`src/rtl/mem_arbiter.sv`:
```
// Single-ported memory bus arbiter between instruction fetch and load/store.
// MEM has priority; after two MEM wins over a waiting fetch, IF gets the bus.
module mem_arbiter #(
  parameter int LAT = 2
) (
  input  logic        clk,
  input  logic        rst,
  input  logic        IF_req,
  input  logic [31:0] IF_addr,
  input  logic [1:0]  MEM_req_cmd,
  input  logic [31:0] MEM_req_addr,
  input  logic [31:0] MEM_req_din,
  input  logic [31:0] BUS_dout,
  output logic [1:0]  BUS_cmd,
  output logic [31:0] BUS_addr,
  output logic [31:0] BUS_din,
  output logic        ARB_if_rdy,
  output logic [31:0] ARB_if_inst,
  output logic        ARB_mem_rdy,
  output logic [31:0] ARB_mem_dout,
  output logic        ARB_busy
);

  localparam logic [1:0] BUS_NONE  = 2'b00;
  localparam logic [1:0] BUS_LOAD  = 2'b01;
  localparam logic [1:0] BUS_STORE = 2'b10;
  localparam logic [3:0] CNT_INIT  = 4'(LAT - 1);

  typedef enum logic [1:0] {
    S_IDLE   = 2'd0,
    S_ACCESS = 2'd1,
    S_RESP   = 2'd2
  } state_t;

  state_t      r_state;
  state_t      w_next;
  logic        r_owner_mem;
  logic [1:0]  r_cmd;
  logic [31:0] r_addr;
  logic [31:0] r_din;
  logic [31:0] r_resp;
  logic [3:0]  r_cnt;
  logic [1:0]  r_if_wait;

  logic        w_mem_pend;
  logic        w_grant_if;
  logic        w_grant_mem;

  // Command 11 is not a request, so it can never win the bus.
  assign w_mem_pend  = (MEM_req_cmd == BUS_LOAD) || (MEM_req_cmd == BUS_STORE);
  assign w_grant_if  = IF_req && (!w_mem_pend || (r_if_wait == 2'd2));
  assign w_grant_mem = w_mem_pend && !w_grant_if;

  always_ff @(posedge clk or negedge rst) begin
    if (!rst) r_state <= S_IDLE;
    else      r_state <= w_next;
  end

  always_comb begin
    w_next = r_state;
    case (r_state)
      S_IDLE:   if (w_grant_if || w_grant_mem) w_next = S_ACCESS;
      S_ACCESS: if (r_cnt == 4'd0) w_next = S_RESP;
      S_RESP:   w_next = S_IDLE;
      default:  w_next = S_IDLE;
    endcase
  end

  always_ff @(posedge clk or negedge rst) begin
    if (!rst) begin
      r_owner_mem <= 1'b0;
      r_cmd       <= BUS_NONE;
      r_addr      <= '0;
      r_din       <= '0;
      r_resp      <= '0;
      r_cnt       <= '0;
      r_if_wait   <= '0;
    end else begin
      case (r_state)
        S_IDLE: begin
          if (w_grant_if) begin
            r_owner_mem <= 1'b0;
            r_cmd       <= BUS_LOAD;
            r_addr      <= IF_addr;
            r_din       <= '0;
            r_cnt       <= CNT_INIT;
            r_if_wait   <= '0;
          end else if (w_grant_mem) begin
            r_owner_mem <= 1'b1;
            r_cmd       <= MEM_req_cmd;
            r_addr      <= MEM_req_addr;
            r_din       <= (MEM_req_cmd == BUS_STORE) ? MEM_req_din : '0;
            r_cnt       <= CNT_INIT;
            r_if_wait   <= IF_req ? (r_if_wait + 2'd1) : 2'd0;
          end
        end
        S_ACCESS: begin
          // Read data is only valid in the final access cycle.
          if (r_cnt == 4'd0) r_resp <= (r_cmd == BUS_LOAD) ? BUS_dout : '0;
          else               r_cnt  <= r_cnt - 4'd1;
        end
        default: ;
      endcase
    end
  end

  always_comb begin
    BUS_cmd      = BUS_NONE;
    BUS_addr     = '0;
    BUS_din      = '0;
    ARB_if_rdy   = 1'b0;
    ARB_if_inst  = '0;
    ARB_mem_rdy  = 1'b0;
    ARB_mem_dout = '0;
    ARB_busy     = (r_state != S_IDLE);
    if (r_state == S_ACCESS) begin
      BUS_cmd  = r_cmd;
      BUS_addr = r_addr;
      BUS_din  = r_din;
    end
    if (r_state == S_RESP) begin
      if (r_owner_mem) begin
        ARB_mem_rdy  = 1'b1;
        ARB_mem_dout = r_resp;
      end else begin
        ARB_if_rdy  = 1'b1;
        ARB_if_inst = r_resp;
      end
    end
  end

endmodule

```
`config.mk`:
```
export PLATFORM = sky130hd
export DESIGN_NAME = mem_arbiter
export DESIGN_NICKNAME = d
export VERILOG_FILES = /design/src/rtl/mem_arbiter.sv
export SDC_FILE = /design/constraint.sdc
export NUM_CORES = 1
export LEC_CHECK = 0
export BUFFER_PORTS_ARGS = -buffer_cell sky130_fd_sc_hd__buf_2
export CAP_MARGIN = 25
export CORE_AREA = 2 2 111 113
export DETAILED_ROUTE_END_ITERATION = 10
export DIE_AREA = 0 0 113 115
export PLACE_DENSITY = 0.8
export SKIP_LAST_GASP = 1
export SLEW_MARGIN = 30
export SYNTH_ARGS = -nofsm -noshare
export SYNTH_HDL_FRONTEND = slang
export SYNTH_SLANG_ARGS = --single-unit
```
`constraint.sdc`:
```
create_clock -name clk -period 1.9 [get_ports clk]
set_input_delay 0.19 -clock clk [delete_from_list [all_inputs] [get_ports clk]]
set_output_delay 0.19 -clock clk [all_outputs]
set_load 0.01 [all_outputs]
```
==> impl_results.md <==
* Status: complete, but fails checks
* Failing checks: DRC
* Count of pins over their slew limit at 0
* WS Path Type: flip-flop to output port
* Via count at about 5.2k
* TritonCTS Buffers at 9
* Total track usage at 0.2312
* Worst VDD drop at about 0.87 mV
* Setup bufs post-CTS at 0
* Area grow syn2layout at 32.88%
* Vias in the first global route at 4905
* Req. time, crit path at 1.71 ns
* Fin crit share at 0.9580
* Final wirelength at 15.37 mm
* Die Ht at 115 um
* Critical-path top delay cell: dfrtp_2
* Met1 usage at 0.2958
* Synth warn at 0
* Crit-path leading delay family: simple AND/OR/NAND/NOR gates
* WL per Instance at 15.39 um
* Clk_lat worst skew at between 0.3 and 0.4 ns
* Routed Antenna Nets at 0
* IO Port Bufs at roughly 270
* Placement Setup Slack at 0.1827 ns
* CTS H-tree depth at 3
* Row count at 40
* CP max stage delay at 0.45 ns
* Iter 0 DRT Violations at 445
* Clock Sinks at about 110
* Gpl congestion at 0.8405
* Flops & latches, synth at 107
* Die width at roughly 110 um
* HP Class: input port to flip-flop
* Asr flop ratio synth at 1.000
* Met3 Use GR at 0.04533
* Most frequent cells in the layout: buf_2 (264), and2_1 (131), dfrtp_1 (105)
* Max_slew headroom at 0.6625
* Largest net degree at the start of global routing at 55
* Busiest grt layer: met2
* Antenna cells at 0
* RR Endpoint: r_resp[19]
* First-pass GRT wire length at approximately 24 mm
* Startpoint types: flip-flop
* Top-level I/O count at 266
* Leak at around 3.9 nW
* Hold Worst Slack at 0.05435 ns
* Mapped Avg Cell Area at 9.030 sq um
* EDFF count, synth at 0
* Buf/Inv on CP at 2
* Primary FF master, synth: dfrtp_1
* Max Freq at 549.4 MHz
* Commonest non-fill, non-tap cell in the layout: buf_2
* Setup TNS at 0 ns
* Pre-antenna DRT Iters at 8
* Initial antenna violation count at 0
* Arr. time, crit path at 1.63 ns
* Critical Path End Type: output port
* Synth top area cells: dfrtp_1 (49%), and2_1 (15%), nand2_1 (6.8%), o21ai_0 (5.2%), a22o_1 (5.1%)
* # setup viols final at 0
* GR Layer Usage met2 at 0.3992
* DP Wirelength at around 11 mm
* Core footprint at approximately 0.012 sq mm
* R2R Setup Slk at 0.15 ns
* Syn Nets at 740
* CTS clock-pin slew for the worst setup and hold paths at 0.08 ns
* RR Startpoint: r_cnt[1]
* FILL cells at 1056
* Synth top area share at 0.4917
* DRC at 20
* CTS tree: done
* Pwr dens at 1429 mW/mm^2
* Post-synthesis cell count at 603
* WP depth at 4
* Final Critical Period at 1.820 ns
* Fraction of layout cells with a size suffix above 1 at 0.3650
* Nets at approximately 980
* Die Area at ~0.013 sq mm
* Unrepaired setup endpoints after global routing: no
* Cell taking the most area after synthesis: dfrtp_1
* Worst Clk Skew at 0.01060 ns
* R2R depth at 6
* Sequential area share after synthesis at 0.4917
* Initial core utilization at 0.4610
* Mapped cell area at approximately 0.0054 sq mm
* Via-to-Cell Ratio at 5.234
* CP endpoint: BUS_addr[19]
* Crit path launch: r_state[1]
* Setup WS post-layout at 0.07972 ns
* Final hold vios at 0
* Remaining global-route overflow at 0
* Distinct cells, synth at 39
* Worst-Margin Slew at 0.5062 ns
* Maximum root-to-sink buffer count at 2
* Clock root buffer: clkbuf_16
* CP cell instances: and2b_4, buf_4, and2_1, buf_2
* Max Cap Viol at 0
* CP Max Fanout at 13
## worst min-delay path by stage
stage,startpoint,end,cells past startpoint
floorplan,rst,r_addr[0],0
global placement,rst,r_din[21],1
detailed placement,rst,r_din[21],1
CTS,MEM_req_din[7],r_din[7],2
global route,MEM_req_din[21],r_din[21],2
finish,MEM_req_din[5],r_din[5],2
## state kept, by name, summed over array words and instances (netlist names)
name and cells:
r_resp 32, r_addr 32, r_state 2, r_cmd 2, r_cnt 4, r_din 32
r_if_wait 2, r_owner_mem 1
## routing by layer
metal | vias up | share of wire
met1 | 2467 | 0.41
met2 | 224 | 0.50
met4 | 0 | 0.011
li1 | 2529 | -
met3 | 9 | 0.078
met5 | - | 0
## kinds of logic (layout without fill, tap and decap cells)
| family | Yosys count | count (layout) | share of synthesized area |
|---|---|---|---|
| adder cells (fa/ha/maj) | 4 | 4 | 0.009192 |
| AND/OR/NAND/NOR | 253 | 253 | 0.2486 |
| buffers and inverters | 64 | 313 | 0.05538 |
| AO/OA/AOI/OAI | 175 | 175 | 0.1951 |
| flip-flops | 107 | 107 | 0.4917 |
## repair_timing
item	4_1_cts	5_1_grt
resized for setup	0	6
hold buffers	1	0
endpoints found under the hold margin	34	0
endpoints found under the setup margin	0	87
## metrics by stage
step                      std cells  total power [mW]  cell area, sq um    util
final                           999             10.34              7236  0.6126
after global routing            999             11.15              7236  0.6126
after CTS                       998             10.27              7198  0.6094
after detailed placement        981             8.446              6900  0.5842
after global placement          981             8.311              6900  0.5842
after floorplan                 603             6.701              5445       -
## area by class of cell
cell class | instances | area [sq um] | area share
Multi-Input combinational cell | 432 | 2471 | 0.3415
Tap cell | 147 | 183.9 | 0.02542
Inverter | 9 | 33.78 | 0.004669
Sequential cell | 107 | 2680 | 0.3704
Clock buffer | 10 | 229.0 | 0.03164
Clock inverter | 6 | 58.81 | 0.008127
Timing Repair Buffer | 288 | 1579 | 0.2182
## synth_stat cells (2+ instances only)
| library cell | count |
|---|---|
| o21a_1 | 2 |
| and2_1 | 131 |
| clkbuf_1 | 35 |
| buf_4 | 2 |
| a31oi_1 | 33 |
| buf_2 | 11 |
| inv_1 | 9 |
| a22o_1 | 32 |
| nand2b_1 | 2 |
| a221o_1 | 2 |
| ha_1 | 4 |
| buf_6 | 5 |
| clkbuf_2 | 2 |
| o21ai_1 | 10 |
| a21oi_1 | 36 |
| nand2_1 | 99 |
| dfrtp_1 | 107 |
| nand3_1 | 2 |
| nor2_1 | 2 |
| o21ai_0 | 57 |
| nor2b_1 | 2 |
## power breakdown
group	switching (mW)	internal (mW)
combinational	2.74	2.04
sequential	0.546	3.20
clock	0.889	0.919
Power figures use the tool's default switching activity.
